## src/rtl/imem_loader.sv

```systemverilog
// Boot-time instruction memory loader: length-prefixed byte stream into IMEM, holds core in reset.
// Optional trailing checksum byte enabled by IMEM_LOADER_CHECKSUM_EN.
module imem_loader #(
   parameter int unsigned ADDR_W = 5,
   parameter int unsigned DATA_W = 8
) (
   input  logic              Clk,
   input  logic              Reset,
   input  logic              In_Valid,
   input  logic [DATA_W-1:0] In_Data,
   output logic              In_Ready,
   output logic              Mem_WE,
   output logic [ADDR_W-1:0] Mem_Addr,
   output logic [DATA_W-1:0] Mem_WData,
   output logic              Cpu_Reset,
   output logic              Done,
   output logic              Error
);

   localparam int unsigned Depth = 1 << ADDR_W;

   typedef enum logic [2:0] {
      StIdle,
      StLoad,
`ifdef IMEM_LOADER_CHECKSUM_EN
      StCheck,
`endif
      StFlush,
      StDone,
      StErr
   } state_e;

   state_e              state_q, state_d;
   logic [ADDR_W-1:0]   last_q, last_d;
   logic [ADDR_W-1:0]   cnt_q, cnt_d;
   logic                we_q, we_d;
   logic [ADDR_W-1:0]   addr_q, addr_d;
   logic [DATA_W-1:0]   wdata_q, wdata_d;
   logic                accept;
`ifdef IMEM_LOADER_CHECKSUM_EN
   logic [DATA_W-1:0]   sum_q, sum_d;
`endif

   always_ff @(posedge Clk) begin
      if (Reset) begin
         state_q <= StIdle;
         last_q  <= '0;
         cnt_q   <= '0;
         we_q    <= 1'b0;
         addr_q  <= '0;
         wdata_q <= '0;
`ifdef IMEM_LOADER_CHECKSUM_EN
         sum_q   <= '0;
`endif
      end else begin
         state_q <= state_d;
         last_q  <= last_d;
         cnt_q   <= cnt_d;
         we_q    <= we_d;
         addr_q  <= addr_d;
         wdata_q <= wdata_d;
`ifdef IMEM_LOADER_CHECKSUM_EN
         sum_q   <= sum_d;
`endif
      end
   end

   always_comb begin
      In_Ready = 1'b0;
      if (!Reset) begin
         case (state_q)
            StIdle, StLoad: In_Ready = 1'b1;
`ifdef IMEM_LOADER_CHECKSUM_EN
            StCheck:        In_Ready = 1'b1;
`endif
            default:        In_Ready = 1'b0;
         endcase
      end
   end

   assign accept = In_Valid && In_Ready;

   always_comb begin
      state_d = state_q;
      last_d  = last_q;
      cnt_d   = cnt_q;
      we_d    = 1'b0;
      addr_d  = addr_q;
      wdata_d = wdata_q;
`ifdef IMEM_LOADER_CHECKSUM_EN
      sum_d   = sum_q;
`endif
      case (state_q)
         StIdle: begin
`ifdef IMEM_LOADER_CHECKSUM_EN
            sum_d = '0;
`endif
            if (accept) begin
               if (In_Data == '0 || 32'(In_Data) > Depth) begin
                  state_d = StErr;
               end else begin
                  // Store index of the final byte so N = Depth fits in ADDR_W bits
                  last_d  = ADDR_W'(In_Data - 1'b1);
                  cnt_d   = '0;
                  state_d = StLoad;
               end
            end
         end
         StLoad: begin
            if (accept) begin
               we_d    = 1'b1;
               addr_d  = cnt_q;
               wdata_d = In_Data;
               cnt_d   = cnt_q + 1'b1;
`ifdef IMEM_LOADER_CHECKSUM_EN
               sum_d   = sum_q + In_Data;
               if (cnt_q == last_q) state_d = StCheck;
`else
               if (cnt_q == last_q) state_d = StFlush;
`endif
            end
         end
`ifdef IMEM_LOADER_CHECKSUM_EN
         StCheck: begin
            if (accept) begin
               state_d = (DATA_W'(sum_q + In_Data) == '0) ? StDone : StErr;
            end
         end
`endif
         StFlush: state_d = StDone;
         StDone:  state_d = StDone;
         StErr:   state_d = StErr;
         default: state_d = StErr;
      endcase
   end

   assign Mem_WE    = we_q;
   assign Mem_Addr  = addr_q;
   assign Mem_WData = wdata_q;
   assign Done      = (state_q == StDone);
   assign Error     = (state_q == StErr);
   assign Cpu_Reset = (state_q != StDone);

endmodule

```

## config.mk

```make
export PLATFORM = sky130hd
export DESIGN_NAME = imem_loader
export DESIGN_NICKNAME = d
export VERILOG_FILES = /design/src/rtl/imem_loader.sv
export SDC_FILE = /design/constraint.sdc
export NUM_CORES = 1
export LEC_CHECK = 0
export ABC_AREA = 0
export CAP_MARGIN = 15
export CORE_ASPECT_RATIO = 1.25
export CORE_UTILIZATION = 50
export CTS_CLUSTER_DIAMETER = 200
export DETAILED_ROUTE_END_ITERATION = 16
export HOLD_SLACK_MARGIN = 0.05
export PLACE_DENSITY = 0.79
export SLEW_MARGIN = 25
export SYNTH_ARGS = -nofsm -noshare
export SYNTH_HDL_FRONTEND = slang
export SYNTH_SLANG_ARGS = --single-unit
```

## constraint.sdc

```tcl
create_clock -name Clk -period 4.93 [get_ports Clk]
set_clock_uncertainty 0.2 [all_clocks]
set_input_delay 1.479 -clock Clk [delete_from_list [all_inputs] [get_ports Clk]]
set_output_delay 1.479 -clock Clk [all_outputs]
set_load 0.005 [all_outputs]
```

### Word level (Yosys, flattened, before mapping)

Index checks and enable logic that the tools add are counted.

| storage, ports and cells | value |
|---|---|
| register bits after elaboration | 27 |
| output and inout bits | 18 |
| word-level logic and storage cells | 45 |

| cells by class | value |
|---|---|
| $add $sub $neg | 2 |
| magnitude comparators | 1 |
| equal/unequal tests | 10 |
| mux-type cells | 12 |
| bitwise logic cells | 2 |
| reduce and logical (&&, ||, !) cells | 12 |

Operator list:

| kind | number |
|---|---|
| two-way mux 5 bit | 3 |
| two-way mux 3 bit | 4 |
| case mux 5 bit (2 select lines) | 1 |
| case mux 3 bit (3 select lines) | 1 |
| > comparator 8 x 6 -> 1 bit (second input constant) | 1 |
| zero test 8 bit | 1 |
| != test 2 bit (second input constant) | 4 |
| equality test 3 x 2 -> 1 bit (second input constant) | 2 |
| AND reduction 3 bit | 2 |
| OR reduction 2 bit | 3 |
| adder 5 x 1 -> 5 bit (second input constant) | 1 |
| equality test 5 bit | 1 |
| subtractor 5 x 1 -> 5 bit (second input constant) | 1 |
| AND reduction 4 bit | 1 |
| equality test 3 x 1 -> 1 bit (second input constant) | 1 |
| equality test 3 bit (second input constant) | 1 |
| zero test 3 bit | 1 |
| two-way mux 1 bit | 3 |
| != test 3 x 2 -> 1 bit (second input constant) | 1 |
| inverter 1 bit | 2 |
| AND reduction 2 bit | 1 |
| nonzero test 2 bit | 1 |
| logical AND 1 bit | 1 |
| logical OR 1 bit | 1 |

### Logic depth before layout (Yosys ltp)

| depth | value |
|---|---|
| depth in word-level cells | 7 |
| gate-level depth with buffers | 8 |
| gate-level depth less buffers | 6 |

### Least setup slack after synthesis

No wires, ideal clock.

| path | value |
|---|---|
| kind | input to output |
| from | input Reset |
| to | output In_Ready |
| data arrival time | 1945 ps |
| setup slack | 1306 ps |
| stages | 3 |
| buffers on the path | 2 |
| cells stage by stage | buf_2 buf_2 nor3_1 |

| between the ends | value |
|---|---|
| longest elaborated chain between the ends | 1 |

Ends and longest elaborated chain:

| item | line | RTL |
|---|---|---|
| start, declared | 8 | `input logic Reset,` |
| two-way mux 1 bit | 70 | `if (!Reset) begin` |
| end, declared | 11 | `output logic In_Ready,` |

Every way passes these cells.

### Worst setup path after layout

Same ends and word-level chain as after synthesis.

==> results.sh <==
export IMPL_cap_violations=0
export IMPL_gp_congestion=0.887
export IMPL_grt_max_degree=35
export IMPL_syn2layout_area_growth_pct=20.2
export IMPL_rr_worst_depth=5
export IMPL_drt_iter0_markers=27
export IMPL_dr_pass1_iters=6
export IMPL_synth_ff_latch_count=27
export IMPL_wirelength_mm=2.93
export IMPL_hold_viol_final=0
export IMPL_drive_gt1_frac=0.0500
export IMPL_htree_levels=1
export IMPL_vias=1192
export IMPL_endpoint_kind="output pin"
export IMPL_rsz0062_at_grt="false"
export IMPL_yosysSeqAreaShare=0.401
export IMPL_fp_coreArea_sq_um=2500
export IMPL_setup_viol=0
export IMPL_start_kind="input port"
export IMPL_initial_core_util=0.539
export IMPL_hold_buffers=0
export IMPL_synth_net_count=173
export IMPL_clk_pin_slew_ns=0.14
export IMPL_worst_hold_path_num_cells=2
export IMPL_wire_per_inst_microns=13.7
export IMPL_path_buf_inv=2
export IMPL_antenna_found_initial=0
export IMPL_ctsResizeCount=0
export IMPL_synth_cell_types=35
export IMPL_p_leak_nw=0.527
export IMPL_period_minus_slack_ns=4.24
export IMPL_drtAntennaViolNets=0
export IMPL_relSlewSlack=0.364
export IMPL_grt_pass1_vias=1086
export IMPL_rows=20
export IMPL_n_antenna_cell=0
export IMPL_grt_total_usage=0.216
export IMPL_die_area_sq_um=2910
export IMPL_status="finished, final reports clean"
export IMPL_slowest_delay_ns=0.52
export IMPL_dp_hpwl_mm=2.14
export IMPL_yosysTopAreaCell="dfxtp_1"
export IMPL_insertion_delay_ns=0.32
export IMPL_worst_ep_arrival_time_ns=2.56
export IMPL_path_cells="clkdlybuf4s50_1 -> nor3_1 -> clkdlybuf4s50_1"
export IMPL_cts_sinks=27
export IMPL_grt_pass1_wl_mm=4.83
export IMPL_hold_class="reg2reg"
export IMPL_maxSlewViolCount=0
export IMPL_worstMarginPinSlew_ns=0.951
export IMPL_postCtsSetupBuffers=0
export IMPL_fillers=220
export IMPL_cts_root_buf="clkbuf_4"
export IMPL_crit_top_cell="clkdlybuf4s50_1"
export IMPL_fp_dieW_microns=48.5
export IMPL_ys_top_cells_by_area="dfxtp_1, a21oi_1, nand2_1, a311oi_1, xnor2_1"
export IMPL_post_route_period_util=0.859
export IMPL_cp_depth=3
export IMPL_worstSetupPathType="in2out"
export IMPL_fin_nets=195
export IMPL_holdWs_ns=0.265
export IMPL_path_max_fanout=2
export IMPL_max_freq_mhz=236
export IMPL_max_vdd_ir_drop_v=0.000191
export IMPL_io_buffers=28
export IMPL_pwr_density_cell_nw_per_um2=226
export IMPL_yosys_warnings=0
export IMPL_die_y_microns=60.1
export IMPL_crit_required_ns=3.25
export IMPL_vias_per_cell=5.60
export IMPL_grt_overflow=0
export IMPL_avgSynthCellArea_sq_um=8.48
export IMPL_syn_inst=159
export IMPL_cts_buffer_depth=2
export IMPL_route_detailed_drc=0
export IMPL_cts_buffers=3
export IMPL_finalSetupTns_ns=0
export IMPL_slowest_stage="clkdlybuf4s50_1"
export IMPL_cts_tree="built"
export IMPL_crit_family="buffers and inverters"
export IMPL_synth_area_sq_um=1350
export IMPL_io_pins=29
export IMPL_synth_top_area_frac=0.401
[sequential cells by signal (all words and copies together), names as in the netlist]
register   cells
Mem_Addr       5
Mem_WData      8
Mem_WE         1
cnt_q          5
last_q         5
state_q        3
[cell usage after synthesis, drive strengths merged]
library cell,instances
o21ai,1
nor4,3
clkinv,1
clkbuf,3
xor2,2
o22ai,1
a21oi,23
ha,3
inv,5
nor4b,3
dfxtp,27
mux2,1
nand2,29
nand3b,1
nor2,8
nand3,3
o211ai,1
o32ai,1
and3,1
or2,2
nor3,8
buf,9
o21a,2
o21bai,1
o32a,1
a311oi,10
and2,1
nand4bb,1
xnor2,7
[worst register-to-register path: stages (launching register included)]
cell and delay (ns):
dfxtp_1 0.57, nand4bb_1 0.24, or2_1 0.50, clkinv_4 0.26, a21oi_1 0.22, a311oi_1 0.06
[metal layers]
metal / GRT usage / up-vias / wire length [microns]
met5: 0 / - / 0
li1: - / 601 / -
met2: 0.386 / 27 / 1460
met3: 0.0382 / 6 / 113
met1: 0.245 / 558 / 1310
met4: 0.126 / 0 / 44
[final timing paths]
check / start / to / slack (ns)
max: Reset / In_Ready / 0.69
min reg2reg: Mem_Addr[4] / Mem_Addr[4] / 0.27
min: Mem_Addr[4] / Mem_Addr[4] / 0.27
max reg2reg: state_q[1] / cnt_q[2] / 2.76
[power by group]
group | switching (mW) | internal (mW)
combinational | 0.0249 | 0.0232
sequential | 0.00364 | 0.221
clock | 0.0630 | 0.0317
[through the flow]
step | total power, mW | setup slack (ns) | cell area (sq um) | std cells | util
after floorplan | 0.259 | 1.31 | 1350 | 159 | -
after CTS | 0.368 | 0.694 | 1620 | 213 | 0.648
final | 0.367 | 0.695 | 1620 | 213 | 0.648
after global routing | 0.382 | 0.636 | 1620 | 213 | 0.648
after detailed placement | 0.277 | 0.705 | 1600 | 209 | 0.638
after global placement | 0.275 | 0.701 | 1600 | 209 | 0.638
[placed cells by master (no fill, tap or decap), types with 2 or more instances in the layout]
cell             count
a21oi_1             23
a311oi_1            10
clkbuf_4             3
clkdlybuf4s50_1     28
dfxtp_1             27
ha_1                 3
inv_1                5
nand2_1             29
nand3_1              3
nor2_1               8
nor3_1               8
nor4_1               3
o21a_1               2
xnor2_1              7
xor2_1               2
[area by class of cell]
class / instances / area (sq um) / share of cell area
inverter: 6 / 27.5 / 0.0170
tap: 33 / 41.3 / 0.0255
multi-input combinational: 114 / 698 / 0.431
clock buffer: 4 / 26.3 / 0.0162
timing repair buffer: 29 / 288 / 0.177
sequential: 27 / 541 / 0.333
[kinds of logic after synthesis]
logic type	count (synthesis)	share of synthesized area
xor gates and xnor gates	9	0.0584
AOI/OAI and AO/OA	41	0.195
buffers and inverters	18	0.0816
adders and majority gates	3	0.0278
and+or+nand+nor	60	0.225
DFF	27	0.401
muxes	1	0.0111
Power figures use the tool's default switching activity.
